<file path="config.mk">
export PLATFORM = sky130hd
export DESIGN_NAME = hwpe_stream_zero_checker_chan
export DESIGN_NICKNAME = d
export VERILOG_FILES = /design/src/rtl/hwpe_stream_package.sv /design/src/rtl/hwpe_stream_zero_checker_chan.sv
export SDC_FILE = /design/constraint.sdc
export NUM_CORES = 1
export LEC_CHECK = 0
export BUFFER_PORTS_ARGS = -buffer_cell sky130_fd_sc_hd__buf_2
export CORE_AREA = 2 2 39 41
export DETAILED_ROUTE_END_ITERATION = 8
export DIE_AREA = 0 0 41 43
export GPL_ROUTABILITY_DRIVEN = 0
export REMOVE_ABC_BUFFERS = 1
export SKIP_LAST_GASP = 1
export SLEW_MARGIN = 15
export SYNTH_ARGS = -nofsm -noshare
export SYNTH_HDL_FRONTEND = slang
export SYNTH_SLANG_ARGS = --single-unit
</file>
<file path="constraint.sdc">
create_clock -name clk_i -period 1.2 [get_ports clk_i]
set_input_delay 0.24 -clock clk_i [delete_from_list [all_inputs] [get_ports clk_i]]
set_output_delay 0.24 -clock clk_i [all_outputs]
set_load 0.01 [all_outputs]
</file>
<file path="src/rtl/hwpe_stream_package.sv">
// Shared types for the HWPE stream zero-checker.
// Holds the per-channel checker FSM state encoding.
package hwpe_stream_package;

  typedef enum logic [1:0] {
    ZC_OK      = 2'd0,
    ZC_SUSPECT = 2'd1,
    ZC_FAULT   = 2'd2
  } zc_state_e;

endpackage

</file>
<file path="src/rtl/hwpe_stream_zero_checker_chan.sv">
// One channel of the zero checker: OK / SUSPECT / FAULT state machine with a
// run counter of consecutive mismatch cycles. fault_event pulses in the cycle
// the channel is about to enter FAULT (combinational on current state and m).
module hwpe_stream_zero_checker_chan
  import hwpe_stream_package::*;
#(
  parameter int unsigned FAULT_THRESHOLD = 2
) (
  input  logic      clk_i,
  input  logic      rst_ni,
  input  logic      m,
  input  logic      clear,
  output zc_state_e state,
  output logic      fault_event
);

  localparam int unsigned RW = $clog2(FAULT_THRESHOLD + 1);
  localparam logic [RW:0] THR = (RW+1)'(FAULT_THRESHOLD);

  logic [RW-1:0] run_q;
  logic [RW:0]   run_inc;

  assign run_inc = {1'b0, run_q} + 1'b1;

  // Detect the mismatch that completes the threshold run.
  always_comb begin
    fault_event = 1'b0;
    if (m) begin
      if (state == ZC_OK && FAULT_THRESHOLD == 1) fault_event = 1'b1;
      if (state == ZC_SUSPECT && run_inc == THR)  fault_event = 1'b1;
    end
  end

  // State and run counter; entering FAULT wins over a simultaneous clear.
  always_ff @(posedge clk_i or negedge rst_ni) begin
    if (!rst_ni) begin
      state <= ZC_OK;
      run_q <= '0;
    end else if (fault_event) begin
      state <= ZC_FAULT;
      run_q <= run_inc[RW-1:0];
    end else if (clear) begin
      state <= ZC_OK;
      run_q <= '0;
    end else begin
      case (state)
        ZC_OK: begin
          if (m) begin
            state <= ZC_SUSPECT;
            run_q <= RW'(1);
          end
        end
        ZC_SUSPECT: begin
          if (m) begin
            run_q <= run_inc[RW-1:0];
          end else begin
            state <= ZC_OK;
            run_q <= '0;
          end
        end
        ZC_FAULT: ;
        default: begin
          state <= ZC_OK;
          run_q <= '0;
        end
      endcase
    end
  end

endmodule

</file>
==> results of run 1 <==
-- cell type report --
type,count,share of cell area
multi-input combinational,13,0.362
sequential,4,0.290
timing repair buffer,11,0.203
clock buffer,3,0.0652
tap,16,0.0580
inverter,2,0.0217
-- routing by layer --
| layer | routed length, µm | track usage | vias up | share of wire |
|---|---|---|---|---|
| met4 | 0 | 0.0800 | 0 | 0 |
| li1 | - | - | 98 | - |
| met5 | 0 | 0 | - | 0 |
| met3 | 32 | 0.0157 | 0 | 0.064 |
| met2 | 253 | 0.0875 | 6 | 0.50 |
| met1 | 216 | 0.0754 | 99 | 0.43 |
-- how the worst min path moves through the flow --
stage | startpoint | end | slack (ps)
finish | clear | state[0] | 250
global route | clear | state[0] | 250
CTS | clear | state[0] | 230
detailed placement | rst_ni | run_q[1] | 50
global placement | rst_ni | state[0] | 40
floorplan | rst_ni | run_q[0] | -60
-- cells in the final DEF, fill, tap and decap left out --
master,n
buf_2,6
buf_4,4
dfrtp_1,4
nand2b_1,3
clkbuf_4,3
inv_1,2
nand4b_1,1
or4b_1,1
o221ai_2,1
nor2_1,1
and4bb_1,1
a32o_1,1
a21bo_2,1
nand2_1,1
nor3b_1,1
ha_4,1
dlygate4sd3_1,1
-- state kept, by name, indices dropped and copies added (netlist names) --
register,count
run_q,2
state,2
-- power by group through the flow --
| stage | combinational [mW] | sequential, mW | clock [mW] |
|---|---|---|---|
| after floorplan | 0.0321 | 0.159 | 0 |
| after global placement | 0.0666 | 0.156 | 0 |
| after detailed placement | 0.0686 | 0.157 | 0 |
| after CTS | 0.0804 | 0.156 | 0.172 |
| after global routing | 0.102 | 0.159 | 0.173 |
| final | 0.0901 | 0.158 | 0.161 |
-- critical path, delay by kind of cell, from the launching register on --
kind,cells,cell delay [ps]
and+or+nand+nor,1,120
adders and majority gates,1,130
DFF,1,370
buffers and inverters,3,280
-- cell families after synthesis --
logic type | count (synthesis) | synth area share
simple gates | 9 | 0.304
fa+ha+maj | 1 | 0.0585
buf+inv | 2 | 0.0351
flops | 4 | 0.468
compound gates | 3 | 0.135
-- repair_timing --
action	4_1_cts	5_1_grt
pin swaps	1	2
hold endpoints to repair	4	0
endpoints found under the setup margin	1	3
gates resized for setup	1	2
hold buffers	1	0
setup buffers	2	0
==> impl_metrics.env, run 1 <==
export IMPL_htreeDepth=1
export IMPL_r2r_slack_ps=-20
export IMPL_worst_setup_path_type="reg2out"
export IMPL_io_buffers=6
export IMPL_drt_initial_drc_count=1
export IMPL_cts_root_buffer="clkbuf_4"
export IMPL_max_stage_delay_ps=370
export IMPL_drv_slew=0
export IMPL_r2r_end="run_q[0]"
export IMPL_whs_ps=254
export IMPL_synth_main_ff_cell="dfrtp_1"
export IMPL_synthMostInstantiatedCell="dfrtp_1"
export IMPL_cp_start_kind="flip-flop"
export IMPL_syn_area_um2=214
export IMPL_vias=203
export IMPL_crit_chain="inv_1, ha_4, nand4b_1, inv_1, buf_2"
export IMPL_setup_viol=2
export IMPL_die_height_um=43
export IMPL_endpoint_kind="output port"
export IMPL_crit_required_ps=960
export IMPL_skew_ps=2.90
export IMPL_post_route_worst_setup_slack_ps=-177
export IMPL_p_switching_mw=0.0993
export IMPL_cts_buffers=3
export IMPL_synth_cell_type_count=13
export IMPL_routed_wl_um=501
export IMPL_drc_errors=0
export IMPL_maxCapViolations=0
export IMPL_p_sw_frac=0.243
export IMPL_vdd_drop_max_uv=393
export IMPL_clock_latency_ps=230
export IMPL_multi_input_area_um2=125
export IMPL_synth_cells=19
export IMPL_nets=40
export IMPL_slew_headroom=0.875
export IMPL_placedCellCount=43
export IMPL_num_fill_cells=162
export IMPL_min_path_cells=2
export IMPL_syn_area_per_cell_um2=11.3
export IMPL_slowest_stage="dfrtp_1"
export IMPL_synth_top_cell_area_share=0.468
export IMPL_yosysTopAreaCell="dfrtp_1"
export IMPL_min_delay_path_class="in2reg"
export IMPL_critical_path_arrival_ps=1140
export IMPL_hpwl_um=365
export IMPL_design_core_area_um2=1380
export IMPL_worstSetupStartpoint="run_q[1]"
export IMPL_postPlaceCellArea_um2=279
export IMPL_final_core_util=0.250
export IMPL_status="complete, but fails checks"
export IMPL_n_antenna_cell=0
export IMPL_antenna_found_initial=0
export IMPL_grt_pass1_vias=188
export IMPL_die_w_um=41
export IMPL_synth_edf_count=0
export IMPL_first_pass_iters=2
export IMPL_cts_tree="done"
export IMPL_path_clk_slew_ps=40
export IMPL_worst_pin_slew_ps=188
export IMPL_cp_endpoint="fault_event"
export IMPL_ios=7
export IMPL_ant_nets=0
export IMPL_fmax_ghz=0.726
export IMPL_seq_area_frac_synth=0.468
export IMPL_power_density_nw_per_um2=1190
export IMPL_cp_max_fo=2
export IMPL_comb_power_share=0.220
export IMPL_die_area_um2=1760
export IMPL_timing_rr_start="run_q[0]"
export IMPL_place_ws_ps=9.40
export IMPL_seq_area_um2=100
export IMPL_finalHoldViolCount=0
export IMPL_via_per_inst=4.14
export IMPL_final_cells=49
export IMPL_rows=14
export IMPL_ys_ff_latch=4
export IMPL_leakagePower_nw=0.172
export IMPL_cts_buffer_depth=2
export IMPL_netlist_top_cells_area="dfrtp_1, nand2b_1, and4bb_1"
export IMPL_rsz0062_at_grt="true"
export IMPL_drive_gt1_frac=0.485
export IMPL_sequentialPowerShare=0.386
export IMPL_avgRoutedWirePerCell_um=10.2
export IMPL_r2r_cells=3
export IMPL_synthTopCellsByCount="dfrtp_1, nand2b_1, inv_1"
export IMPL_total_power_mw=0.409
export IMPL_grt_max_degree=7
export IMPL_grt_pass1_wl_um=710
export IMPL_grtUsageTotal=0.0667
export IMPL_clock_sinks=4
export IMPL_area_delta_synth_final_pct=61.4
export IMPL_synthArstFlopShare=1.00
export IMPL_final_area_um2=345
export IMPL_post_route_min_period_ps=1380
export IMPL_finalSetupTns_ps=-200
export IMPL_pwr_share_clk=0.394
export IMPL_cp_common_cell="inv_1"
export IMPL_period_share=1.15
export IMPL_ys_warnings_count=0
export IMPL_violations="setup timing"
export IMPL_grt_overflow=0
export IMPL_start_util=0.155
export IMPL_internal_power_mw=0.310
Note: power is estimated with default switching activity, not from simulation.
==> inputs of run 2 (changes only) <==
Clock period 1.2 ns to 1.6 ns, I/O delays scaled along.
==> impl_metrics.env, run 2 (synthesized netlist as in run 1, its figures left out) <==
export IMPL_vdd_drop_max_uv=276
export IMPL_grt_max_degree=7
export IMPL_hpwl_um=339
export IMPL_cp_start_kind="flip-flop"
export IMPL_status="complete, no violations"
export IMPL_cts_buffers=3
export IMPL_maxCapViolations=0
export IMPL_cp_max_fo=4
export IMPL_layout_commonest_cell="buf_2"
export IMPL_rsz0062_at_grt="false"
export IMPL_cts_tree="done"
export IMPL_seq_area_um2=100
export IMPL_design_core_area_um2=1380
export IMPL_grtUsageTotal=0.0575
export IMPL_endpoint_kind="output port"
export IMPL_drt_initial_drc_count=1
export IMPL_nets=36
export IMPL_area_delta_synth_final_pct=38.6
export IMPL_die_height_um=43
export IMPL_via_per_inst=3.82
export IMPL_leakagePower_nw=0.150
export IMPL_n_antenna_cell=0
export IMPL_ant_nets=0
export IMPL_drive_gt1_frac=0.345
export IMPL_htreeDepth=1
export IMPL_io_buffers=6
export IMPL_top_usage_layer="met2"
export IMPL_finalHoldViolCount=0
export IMPL_final_core_util=0.214
export IMPL_routed_wl_um=398
export IMPL_finalSetupTns_ps=0
export IMPL_die_w_um=41
export IMPL_total_power_mw=0.280
export IMPL_grt_overflow=0
export IMPL_vias=172
export IMPL_reg_top3="run_q (2), state (2)"
export IMPL_worst_pin_slew_ps=174
export IMPL_final_cells=45
export IMPL_cts_root_buffer="clkbuf_4"
export IMPL_grtUsageMet3=0.0314
export IMPL_first_pass_iters=2
export IMPL_skew_ps=2.21
export IMPL_power_density_nw_per_um2=944
export IMPL_grt_pass1_vias=162
export IMPL_multi_input_area_um2=106
export IMPL_post_cts_setup_buffers=0
export IMPL_gr_usage_met2=0.0688
export IMPL_period_share=0.932
export IMPL_met1_usage=0.0654
export IMPL_critical_path_arrival_ps=1170
export IMPL_worst_setup_path_type="reg2out"
export IMPL_antenna_found_initial=0
export IMPL_ios=7
export IMPL_ctsResizeCount=0
export IMPL_crit_required_ps=1280
export IMPL_avgRoutedWirePerCell_um=8.84
export IMPL_die_area_um2=1760
export IMPL_setup_viol=0
export IMPL_placedCellCount=41
export IMPL_post_route_worst_setup_slack_ps=109
export IMPL_layout_common_cells="buf_2, dfrtp_1, nand2b_1, clkbuf_4, inv_1"
export IMPL_path_clk_slew_ps=40
export IMPL_post_route_min_period_ps=1490
export IMPL_drc_errors=0
export IMPL_cts_buffer_depth=2
export IMPL_min_delay_path_class="in2reg"
export IMPL_slew_headroom=0.884
export IMPL_num_fill_cells=154
export IMPL_clock_sinks=4
export IMPL_start_util=0.155
export IMPL_drv_slew=0
export IMPL_clock_latency_ps=230
export IMPL_fmax_ghz=0.670
export IMPL_grt_pass1_wl_um=607
export IMPL_rows=14
export IMPL_place_ws_ps=341
run 2: cell count changes in the layout (fill, tap and decap cells not counted), sizes merged:
cell | before | now
buf | 10 | 6
run 2: path summary, 6_finish.rpt:
kind | start | end | slack, ps | cells after the start
max | run_q[0] | fault_event | 110 | 4
min reg2reg | run_q[1] | run_q[1] | 520 | 1
max reg2reg | run_q[0] | run_q[1] | 400 | 3
min | clear | state[0] | 310 | 2
max in group asynchronous | rst_ni | run_q[0] | 1060 | 2
min in group asynchronous | rst_ni | run_q[1] | 420 | 2
run 2: timing repair:
action,CTS,global route
hold buffers,1,0
endpoints found under the setup margin,0,0
endpoints found under the hold margin,4,0
run 2: per-stage QoR:
stage | instance area, µm² | hold WS (ps)
floorplan | 214 | 24.4
global placement | 264 | 125
detailed placement | 264 | 130
CTS | 297 | 308
global route | 297 | 313
finish | 297 | 313
run 2: critical path, cell delays in order, from the launching register on:
cell,delay (ps)
dfrtp_1,400
ha_1,230
nand4b_1,140
inv_1,50
buf_2,130
run 2: layout make-up:
cell class,instances,area share
Multi-Input combinational cell,13,0.359
Sequential cell,4,0.338
Timing Repair Buffer,7,0.135
Clock buffer,3,0.0759
Tap cell,16,0.0675
Inverter,2,0.0253
run 2: routing by layer:
layer | part of all wire | vias up
met4 | 0 | 0
met2 | 0.43 | 6
met1 | 0.45 | 75
met3 | 0.12 | 0
li1 | - | 91
met5 | 0 | -
run 2: report_power, final:
group,internal (mW),switching (mW)
clock network,0.0836,0.0362
logic,0.0230,0.0190
registers,0.110,0.00834
total,0.216,0.0636
